## src/rtl/nn_seq_pkg.sv

```systemverilog
// Shared types and helpers for the NN address sequencer.
// Holds the FSM state encoding, the default parameter values and a width helper.
// No logic of its own: it is imported by the interface, the counter and the top.
package nn_seq_pkg;

    typedef enum logic [1:0] {
        IDLE = 2'd0,
        RUN  = 2'd1,
        BOOT = 2'd2,
        FIN  = 2'd3
    } seq_state_t;

    localparam int DEF_DEPTH       = 100;
    localparam int DEF_K           = 502;
    localparam int DEF_LANES       = 2;
    localparam int DEF_NN_OUT      = 10;
    localparam int DEF_BOOT_EVERY  = 4;
    localparam int DEF_BOOT_CYCLES = 10;

    // Bit width able to index 0..x-1, never narrower than one bit.
    function automatic int clog2_min1(input int x);
        int r;
        r = $clog2(x);
        return (r < 1) ? 1 : r;
    endfunction

endpackage

```

## src/rtl/nn_addr_sequencer_if.sv

```systemverilog
// Control/address bundle between the sequencer, its controller and the BRAM read ports.
// master = controller/consumer side, slave = sequencer side.
// boot_done_in exists only when NN_ADDR_SEQ_BOOT_HANDSHAKE_EN is defined.
interface nn_addr_sequencer_if
    import nn_seq_pkg::*;
#(
    parameter int DEPTH  = DEF_DEPTH,
    parameter int K      = DEF_K,
    parameter int LANES  = DEF_LANES,
    parameter int NN_OUT = DEF_NN_OUT
) ();

    localparam int KL = K / LANES;
    localparam int NW = clog2_min1(DEPTH);
    localparam int KW = clog2_min1(KL);
    localparam int JW = clog2_min1(NN_OUT);
    localparam int AW = clog2_min1(DEPTH * KL);
    localparam int PW = clog2_min1(DEPTH * NN_OUT);
    localparam int BW = clog2_min1(NN_OUT * KL);

    logic          start_in;
    logic          out_ready_in;
`ifdef NN_ADDR_SEQ_BOOT_HANDSHAKE_EN
    logic          boot_done_in;
`endif
    logic          addr_valid_out;
    logic [NW-1:0] outer_n_out;
    logic [KW-1:0] k_out;
    logic [JW-1:0] nn_out;
    logic [AW-1:0] a_addr_out;
    logic [PW-1:0] nn_addr_out;
    logic [BW-1:0] b_addr_out;
    logic          boot_out;
    logic          busy_out;
    logic          done_out;

    modport master (
`ifdef NN_ADDR_SEQ_BOOT_HANDSHAKE_EN
        output boot_done_in,
`endif
        output start_in, out_ready_in,
        input  addr_valid_out, outer_n_out, k_out, nn_out,
        input  a_addr_out, nn_addr_out, b_addr_out,
        input  boot_out, busy_out, done_out
    );

    modport slave (
`ifdef NN_ADDR_SEQ_BOOT_HANDSHAKE_EN
        input  boot_done_in,
`endif
        input  start_in, out_ready_in,
        output addr_valid_out, outer_n_out, k_out, nn_out,
        output a_addr_out, nn_addr_out, b_addr_out,
        output boot_out, busy_out, done_out
    );

endinterface

```

## src/rtl/nn_wrap_counter.sv

```systemverilog
// Modulo-MAX up-counter with synchronous clear; wrap flags the step from MAX-1 back to 0.
// Count updates one cycle after en; wrap is combinational (en & count==MAX-1).
// No handshake: the parent gates en, and clr takes priority over en.
module nn_wrap_counter
    import nn_seq_pkg::*;
#(
    parameter int MAX = 2
) (
    input  logic                         clk_in,
    input  logic                         rst_in,
    input  logic                         clr,
    input  logic                         en,
    output logic [clog2_min1(MAX)-1:0]   count,
    output logic                         wrap
);

    localparam int W = clog2_min1(MAX);

    assign wrap = en & (count == W'(MAX - 1));

    // Count register: clear, wrap to zero at MAX-1, otherwise increment when enabled.
    always_ff @(posedge clk_in) begin
        if (rst_in || clr) begin
            count <= '0;
        end else if (en) begin
            count <= wrap ? '0 : count + W'(1);
        end
    end

endmodule

```

## src/rtl/nn_addr_sequencer.sv

```systemverilog
// Walks rows n, LWE words k and neurons j (j innermost) and issues registered A/NN/b addresses.
// One cycle from start to the first valid tuple; a new tuple follows every accepted cycle.
// Holds the tuple while out_ready_in is low; bootstrap pauses drop valid (boot_done_in handshake if NN_ADDR_SEQ_BOOT_HANDSHAKE_EN).
module nn_addr_sequencer
    import nn_seq_pkg::*;
#(
    parameter int DEPTH       = DEF_DEPTH,
    parameter int K           = DEF_K,
    parameter int LANES       = DEF_LANES,
    parameter int NN_OUT      = DEF_NN_OUT,
    parameter int BOOT_EVERY  = DEF_BOOT_EVERY,
    parameter int BOOT_CYCLES = DEF_BOOT_CYCLES
) (
    input  logic                 clk_in,
    input  logic                 rst_in,
    nn_addr_sequencer_if.slave   bus
);

    localparam int KL = K / LANES;
    localparam int NW = clog2_min1(DEPTH);
    localparam int KW = clog2_min1(KL);
    localparam int JW = clog2_min1(NN_OUT);
    localparam int AW = clog2_min1(DEPTH * KL);
    localparam int PW = clog2_min1(DEPTH * NN_OUT);
    localparam int BW = clog2_min1(NN_OUT * KL);

    seq_state_t    state;
    seq_state_t    state_nx;

    logic          load;
    logic          accept;
    logic          boot_row;
    logic          boot_exit;

    logic [JW-1:0] j_cnt;
    logic [KW-1:0] k_cnt;
    logic [NW-1:0] n_cnt;
    logic          j_wrap;
    logic          k_wrap;
    logic          n_wrap;

    logic [JW-1:0] j_nx;
    logic [KW-1:0] k_nx;
    logic [NW-1:0] n_nx;

    logic          valid_q;
    logic          boot_q;
    logic          busy_q;
    logic          done_q;
    logic [AW-1:0] a_addr_q;
    logic [PW-1:0] nn_addr_q;
    logic [BW-1:0] b_addr_q;

    assign load   = (state == IDLE) & bus.start_in;
    assign accept = (state == RUN) & valid_q & bus.out_ready_in;

    // Row n just finished is a bootstrap row when (n+1) is a multiple of BOOT_EVERY.
    assign boot_row = ((int'(n_cnt) + 1) % BOOT_EVERY) == 0;

    // j steps on every accept, k when j wraps, n when k wraps; wrap includes en so the chain gates itself.
    nn_wrap_counter #(.MAX(NN_OUT)) u_j_cnt (
        .clk_in (clk_in),
        .rst_in (rst_in),
        .clr    (load),
        .en     (accept),
        .count  (j_cnt),
        .wrap   (j_wrap)
    );

    nn_wrap_counter #(.MAX(KL)) u_k_cnt (
        .clk_in (clk_in),
        .rst_in (rst_in),
        .clr    (load),
        .en     (j_wrap),
        .count  (k_cnt),
        .wrap   (k_wrap)
    );

    nn_wrap_counter #(.MAX(DEPTH)) u_n_cnt (
        .clk_in (clk_in),
        .rst_in (rst_in),
        .clr    (load),
        .en     (k_wrap),
        .count  (n_cnt),
        .wrap   (n_wrap)
    );

`ifdef NN_ADDR_SEQ_BOOT_HANDSHAKE_EN
    // Pause ends on the first sampled boot_done_in while in BOOT, so it always lasts at least one cycle.
    assign boot_exit = bus.boot_done_in;
`else
    logic [clog2_min1(BOOT_CYCLES)-1:0] boot_cnt;
    logic                               boot_wrap;

    nn_wrap_counter #(.MAX(BOOT_CYCLES)) u_boot_cnt (
        .clk_in (clk_in),
        .rst_in (rst_in),
        .clr    (load),
        .en     (state == BOOT),
        .count  (boot_cnt),
        .wrap   (boot_wrap)
    );

    assign boot_exit = boot_wrap;

    // The timer wraps on the last pause cycle, so it must be parked at zero outside BOOT.
    boot_cnt_parked: assert property (@(posedge clk_in) disable iff (rst_in)
        (state != BOOT) |-> (boot_cnt == '0));
`endif

    // Counter values after this edge; addresses are registered from these so they move with the handshake.
    always_comb begin
        j_nx = j_cnt;
        k_nx = k_cnt;
        n_nx = n_cnt;
        if (load) begin
            j_nx = '0;
            k_nx = '0;
            n_nx = '0;
        end else begin
            if (accept) j_nx = j_wrap ? '0 : j_cnt + JW'(1);
            if (j_wrap) k_nx = k_wrap ? '0 : k_cnt + KW'(1);
            if (k_wrap) n_nx = n_wrap ? '0 : n_cnt + NW'(1);
        end
    end

    // State register.
    always_ff @(posedge clk_in) begin
        if (rst_in) begin
            state <= IDLE;
        end else begin
            state <= state_nx;
        end
    end

    // Next-state decode: the final accept goes to FIN, a bootstrap row end goes to BOOT.
    always_comb begin
        state_nx = state;
        case (state)
            IDLE: if (bus.start_in) state_nx = RUN;
            RUN: begin
                if (accept && n_wrap) begin
                    state_nx = FIN;
                end else if (accept && k_wrap && boot_row) begin
                    state_nx = BOOT;
                end
            end
            BOOT: if (boot_exit) state_nx = RUN;
            FIN:  state_nx = IDLE;
            default: state_nx = IDLE;
        endcase
    end

    // Registered status flags and addresses, decoded from the state being entered.
    always_ff @(posedge clk_in) begin
        if (rst_in) begin
            valid_q   <= 1'b0;
            boot_q    <= 1'b0;
            busy_q    <= 1'b0;
            done_q    <= 1'b0;
            a_addr_q  <= '0;
            nn_addr_q <= '0;
            b_addr_q  <= '0;
        end else begin
            valid_q   <= (state_nx == RUN);
            boot_q    <= (state_nx == BOOT);
            busy_q    <= (state_nx == RUN) || (state_nx == BOOT);
            done_q    <= (state_nx == FIN);
            a_addr_q  <= AW'(n_nx) * AW'(KL) + AW'(k_nx);
            nn_addr_q <= PW'(n_nx) * PW'(NN_OUT) + PW'(j_nx);
            b_addr_q  <= BW'(j_nx) * BW'(KL) + BW'(k_nx);
        end
    end

    assign bus.addr_valid_out = valid_q;
    assign bus.outer_n_out    = n_cnt;
    assign bus.k_out          = k_cnt;
    assign bus.nn_out         = j_cnt;
    assign bus.a_addr_out     = a_addr_q;
    assign bus.nn_addr_out    = nn_addr_q;
    assign bus.b_addr_out     = b_addr_q;
    assign bus.boot_out       = boot_q;
    assign bus.busy_out       = busy_q;
    assign bus.done_out       = done_q;

endmodule

```

## src/flat_wrapper.sv

```systemverilog
// flat-port wrapper written by rule: the top's interface ports become plain ports
module nn_addr_sequencer_flat import nn_seq_pkg::*;
#(
    parameter int DEPTH       = DEF_DEPTH,
    parameter int K           = DEF_K,
    parameter int LANES       = DEF_LANES,
    parameter int NN_OUT      = DEF_NN_OUT,
    parameter int BOOT_EVERY  = DEF_BOOT_EVERY,
    parameter int BOOT_CYCLES = DEF_BOOT_CYCLES
)
  (clk_in, rst_in, bus_start_in, bus_out_ready_in, bus_addr_valid_out, bus_outer_n_out, bus_k_out, bus_nn_out, bus_a_addr_out, bus_nn_addr_out, bus_b_addr_out, bus_boot_out, bus_busy_out, bus_done_out);
  nn_addr_sequencer_if #(.DEPTH(DEPTH), .K(K), .LANES(LANES), .NN_OUT(NN_OUT)) bus_i ();
  input  logic clk_in;
  input  logic rst_in;
  input wire logic [$bits(bus_i.start_in)-1:0] bus_start_in;
  input wire logic [$bits(bus_i.out_ready_in)-1:0] bus_out_ready_in;
  output wire logic [$bits(bus_i.addr_valid_out)-1:0] bus_addr_valid_out;
  output wire logic [$bits(bus_i.outer_n_out)-1:0] bus_outer_n_out;
  output wire logic [$bits(bus_i.k_out)-1:0] bus_k_out;
  output wire logic [$bits(bus_i.nn_out)-1:0] bus_nn_out;
  output wire logic [$bits(bus_i.a_addr_out)-1:0] bus_a_addr_out;
  output wire logic [$bits(bus_i.nn_addr_out)-1:0] bus_nn_addr_out;
  output wire logic [$bits(bus_i.b_addr_out)-1:0] bus_b_addr_out;
  output wire logic [$bits(bus_i.boot_out)-1:0] bus_boot_out;
  output wire logic [$bits(bus_i.busy_out)-1:0] bus_busy_out;
  output wire logic [$bits(bus_i.done_out)-1:0] bus_done_out;
  assign bus_i.start_in = bus_start_in;
  assign bus_i.out_ready_in = bus_out_ready_in;
  assign bus_addr_valid_out = bus_i.addr_valid_out;
  assign bus_outer_n_out = bus_i.outer_n_out;
  assign bus_k_out = bus_i.k_out;
  assign bus_nn_out = bus_i.nn_out;
  assign bus_a_addr_out = bus_i.a_addr_out;
  assign bus_nn_addr_out = bus_i.nn_addr_out;
  assign bus_b_addr_out = bus_i.b_addr_out;
  assign bus_boot_out = bus_i.boot_out;
  assign bus_busy_out = bus_i.busy_out;
  assign bus_done_out = bus_i.done_out;
  nn_addr_sequencer #(.DEPTH(DEPTH), .K(K), .LANES(LANES), .NN_OUT(NN_OUT), .BOOT_EVERY(BOOT_EVERY), .BOOT_CYCLES(BOOT_CYCLES)) u_core (.clk_in(clk_in), .rst_in(rst_in), .bus(bus_i));
endmodule
```

## config.mk

```make
export PLATFORM = sky130hd
export DESIGN_NAME = nn_addr_sequencer_flat
export DESIGN_NICKNAME = d
export VERILOG_FILES = /design/src/rtl/nn_seq_pkg.sv /design/src/rtl/nn_addr_sequencer_if.sv /design/src/rtl/nn_wrap_counter.sv /design/src/rtl/nn_addr_sequencer.sv /design/src/flat_wrapper.sv
export SDC_FILE = /design/constraint.sdc
export NUM_CORES = 1
export LEC_CHECK = 0
export BUFFER_PORTS_ARGS = -buffer_cell sky130_fd_sc_hd__buf_2
export CAP_MARGIN = 30
export CELL_PAD_IN_SITES_DETAIL_PLACEMENT = 1
export CELL_PAD_IN_SITES_GLOBAL_PLACEMENT = 1
export CORE_ASPECT_RATIO = 0.6
export CORE_MARGIN = 8
export CORE_UTILIZATION = 42
export CTS_BUF_LIST = sky130_fd_sc_hd__clkbuf_4
export CTS_CLUSTER_SIZE = 14
export DETAILED_ROUTE_END_ITERATION = 10
export MAX_ROUTING_LAYER = met4
export PLACE_DENSITY_LB_ADDON = 0.1
export SKIP_CTS_REPAIR_TIMING = 1
export SLEW_MARGIN = 5
export SYNTH_ARGS = -nofsm -noshare
export SYNTH_HDL_FRONTEND = slang
export SYNTH_SLANG_ARGS = --single-unit
```

## constraint.sdc

```tcl
create_clock -name clk_in -period 4.9 [get_ports clk_in]
set_clock_uncertainty 0.05 [all_clocks]
set_input_delay 0 -clock clk_in [delete_from_list [all_inputs] [get_ports clk_in]]
set_output_delay 0 -clock clk_in [all_outputs]
set_load 0.1 [all_outputs]
```

==> impl_metrics.env <==
export IMPL_hold_class="input port to flip-flop"
export IMPL_final_setup_worst_slack_ps=-302
export IMPL_grt_usage=0.200
export IMPL_drt_pass1_iter_count=4
export IMPL_grt_first_pass_wirelength_microns=26500
export IMPL_worst_pin_slew_ps=586
export IMPL_max_stage_delay_ps=560
export IMPL_crit_slowest_cell="fa_2"
export IMPL_initial_utilization=0.428
export IMPL_dp_hpwl_microns=12900
export IMPL_syn_nets=733
export IMPL_fin_nets=912
export IMPL_netlist_area_sq_um=5460
export IMPL_fill_cells=1490
export IMPL_timing_rr_end="u_core.bus.a_addr_out[11]"
export IMPL_synthSimpleGateAreaFrac=0.171
export IMPL_dieArea_sq_um=17000
export IMPL_endpoint="u_core.bus.a_addr_out[11]"
export IMPL_die_x_microns=163
export IMPL_die_h_microns=104
export IMPL_setup_viol=7
export IMPL_switchingPower_mw=0.284
export IMPL_comb_power_share=0.073
export IMPL_via_count=4795
export IMPL_netlist_area_leader_share=0.242
export IMPL_ys_seq_area_frac=0.242
export IMPL_routedWlPerCell_microns=18.1
export IMPL_hold_worst_slack_ps=64.1
export IMPL_synth_area_leaders="dfxtp_1 24%, ha_1 20%, fa_1 15%"
export IMPL_rsz0062_at_grt="yes"
export IMPL_path_common_cell="inv_2"
export IMPL_hold_violations=0
export IMPL_postSynthCellCount=602
export IMPL_design_area_sq_um=7460
export IMPL_num_io_pins=64
export IMPL_r2r_start="u_core.u_k_cnt.count[0]"
export IMPL_cts_tree="done"
export IMPL_wirelength_microns=17300
export IMPL_antenna_found_initial=0
export IMPL_core_area_sq_um=12800
export IMPL_leakagePower_nw=3.87
export IMPL_p_clk_frac=0.394
export IMPL_syn_area_per_cell_sq_um=9.07
export IMPL_setup_tns_ps=-1650
export IMPL_ant_nets=0
export IMPL_cp_start_kind="flip-flop"
export IMPL_synth_top_family_by_area="adder cells"
export IMPL_violations="setup timing"
export IMPL_yosysUniqueCellTypes=55
export IMPL_relSlewSlack=0.609
export IMPL_swShare=0.283
export IMPL_drtIter0Drc=128
export IMPL_gp_congestion=0.859
export IMPL_drive_above_1_share=0.369
export IMPL_required_ps=5180
export IMPL_postPlaceCellArea_sq_um=6850
export IMPL_intPower_mw=0.717
export IMPL_synth_fa_ha_area_frac=0.346
export IMPL_path_cells="inv_2 -> ha_2 -> and3b_2 -> nand4b_4 -> nor2_4 -> nand2_1 -> o21a_1 -> or2_4 -> fa_2 -> inv_2 -> fa_1 -> inv_2 -> fa_1 -> fa_2 -> inv_2 -> ha_4 -> or4_4 -> o21ai_4 -> o31ai_2 -> xnor2_1 -> nor2_1"
export IMPL_rr_worst_depth=21
export IMPL_row_count=32
export IMPL_arrival_ps=5480
export IMPL_cts_buffer_depth=2
export IMPL_grt_pass1_vias=5062
export IMPL_yosysWarnings=0
export IMPL_period_minus_slack_ps=5200
export IMPL_portBuffers=63
export IMPL_synth_compound_area_frac=0.106
export IMPL_diodes=0
export IMPL_r2r_setup_slack_ps=-300
export IMPL_cts_htree_levels=3
export IMPL_synth_mux_area_fraction=0.00367
export IMPL_path_clk_slew_ps=130
export IMPL_yosys_area_top_type="dfxtp_1"
export IMPL_async_flop_share=0
export IMPL_insertion_delay_ps=450
export IMPL_synthFlopType="dfxtp_1"
export IMPL_syn2layout_area_growth_pct=36.5
export IMPL_synth_most_common_cell="inv_1"
export IMPL_crit_start="u_core.u_k_cnt.count[0]"
export IMPL_drc=0
export IMPL_status="finished with violations"
export IMPL_synth_seq_cells=66
export IMPL_synth_edff_count=0
export IMPL_p_per_area_nw_per_um2=134
export IMPL_cts_root_buf="clkbuf_4"
export IMPL_critical_path_class="flip-flop to flip-flop"
export IMPL_cts_buffers=9
export IMPL_maxCapViolCount=0
export IMPL_fin_crit_sh=1.06
export IMPL_crit_fanout=7
export IMPL_final_core_util=0.584
export IMPL_p_seq_frac=0.533
export IMPL_synth_xor_area_frac=0.0607
export IMPL_drv_slew=0
export IMPL_power_mw=1.00
export IMPL_cts_sinks=66
export IMPL_grt_max_degree=52
export IMPL_end_kind="flip-flop"
export IMPL_viasPerCell=5.02
export IMPL_fmax_mhz=192
export IMPL_ir_drop_v=0.0000711
export IMPL_grt_ovfl_total=0
export IMPL_yosys_top_cells_count="91 x inv_1, 87 x ha_1, 82 x nor2_1"
-- stage by stage --
step	cells	worst slack, ps
global route	956	-467
floorplan	602	-168
detailed placement	921	-310
CTS	937	-388
global placement	921	-177
finish	956	-302
-- area by class of cell --
cell class	count	area, sq um	area share
repair buffers	178	1240	0.166
inverters	91	347	0.0465
multi-input cells	435	4140	0.555
clock inverters	5	53.8	0.00721
well taps	170	213	0.0285
flip-flops and latches	66	1380	0.186
clock buffers	11	82.6	0.0111
-- power groups by stage --
stage          Combinational (mW)  Sequential (mW)  Clock [mW]
6_report                   0.0735            0.533       0.394
5_1_grt                    0.0795            0.534       0.426
4_1_cts                    0.0691            0.533       0.408
3_5_place_dp               0.0686            0.545           0
3_3_place_gp               0.0671            0.545           0
2_1_floorplan              0.0267            0.567           0
-- cell usage in the layout (no fill, tap or decap), types with 3 or more instances in the layout --
cell,synthesis,final
a211oi_1,4,3
a21o_1,4,4
a21oi_1,18,14
a21oi_2,0,3
and2_1,4,4
and4_1,3,3
buf_2,0,63
buf_4,2,106
buf_6,0,6
clkbuf_4,0,11
dfxtp_1,66,46
dfxtp_2,0,5
dfxtp_4,0,15
fa_1,40,36
fa_2,0,4
ha_1,87,74
ha_4,0,12
inv_1,91,79
inv_2,0,10
inv_4,0,3
nand2_1,21,21
nand2b_1,4,4
nand3_1,6,5
nor2_1,82,76
nor2_4,0,5
nor2b_1,19,19
nor3_1,13,10
nor3_2,1,3
o21a_1,9,7
o21ai_0,19,15
o21bai_1,5,5
o31a_1,5,5
o31ai_2,0,3
o41ai_2,1,3
or2_1,3,3
or2_2,6,4
or3_1,4,4
xnor2_1,15,15
xor2_1,21,19
xor2_2,1,3
-- critical path, delay by kind of cell (launching register included) --
| family | cells | cell delay [ps] |
|---|---|---|
| AOI/OAI and AO/OA | 3 | 420 |
| DFF | 1 | 360 |
| xor gates and xnor gates | 1 | 170 |
| buffers and inverters | 4 | 190 |
| adders and majority gates | 6 | 2420 |
| and+or+nand+nor | 7 | 1470 |
-- routing by layer --
layer | wire [microns] | track usage | up-vias
li1 | - | - | 2337
met1 | 8620 | 0.278 | 2359
met2 | 7910 | 0.294 | 82
met3 | 628 | 0.0407 | 17
met4 | 184 | 0.0359 | 0
met5 | 0 | - | -
-- cells by family after synthesis --
logic type	after synthesis
buffers and inverters	101
flip-flops	66
adder cells (fa/ha/maj)	127
AO/OA/AOI/OAI	85
AND/OR/NAND/NOR	184
XOR/XNOR	37
multiplexers	2
-- sequential cells by signal, summed over array words and instances (netlist names) --
name,cells
u_core.bus.b_addr_out,12
u_core.bus.nn_addr_out,10
u_core.u_k_cnt.count,8
u_core.u_j_cnt.count,4
u_core.bus.boot_out,1
u_core.bus.done_out,1
u_core.bus.a_addr_out,15
u_core.bus.addr_valid_out,1
u_core.state,2
u_core.u_boot_cnt.count,4
u_core.u_n_cnt.count,7
u_core.bus.busy_out,1
-- how the worst min path moves through the flow --
stage	endpoint	start	cells past startpoint	slack, ps
final	u_core.u_j_cnt.count[1]	bus_start_in	4	60
after global routing	u_core.u_j_cnt.count[1]	bus_start_in	4	110
after global placement	u_core.u_boot_cnt.count[1]	u_core.u_boot_cnt.count[1]	2	480
after CTS	u_core.u_j_cnt.count[1]	bus_start_in	4	40
after floorplan	u_core.u_j_cnt.count[1]	bus_start_in	3	240
after detailed placement	u_core.u_boot_cnt.count[1]	u_core.u_boot_cnt.count[1]	2	490
(Power assumes the default switching activity.)
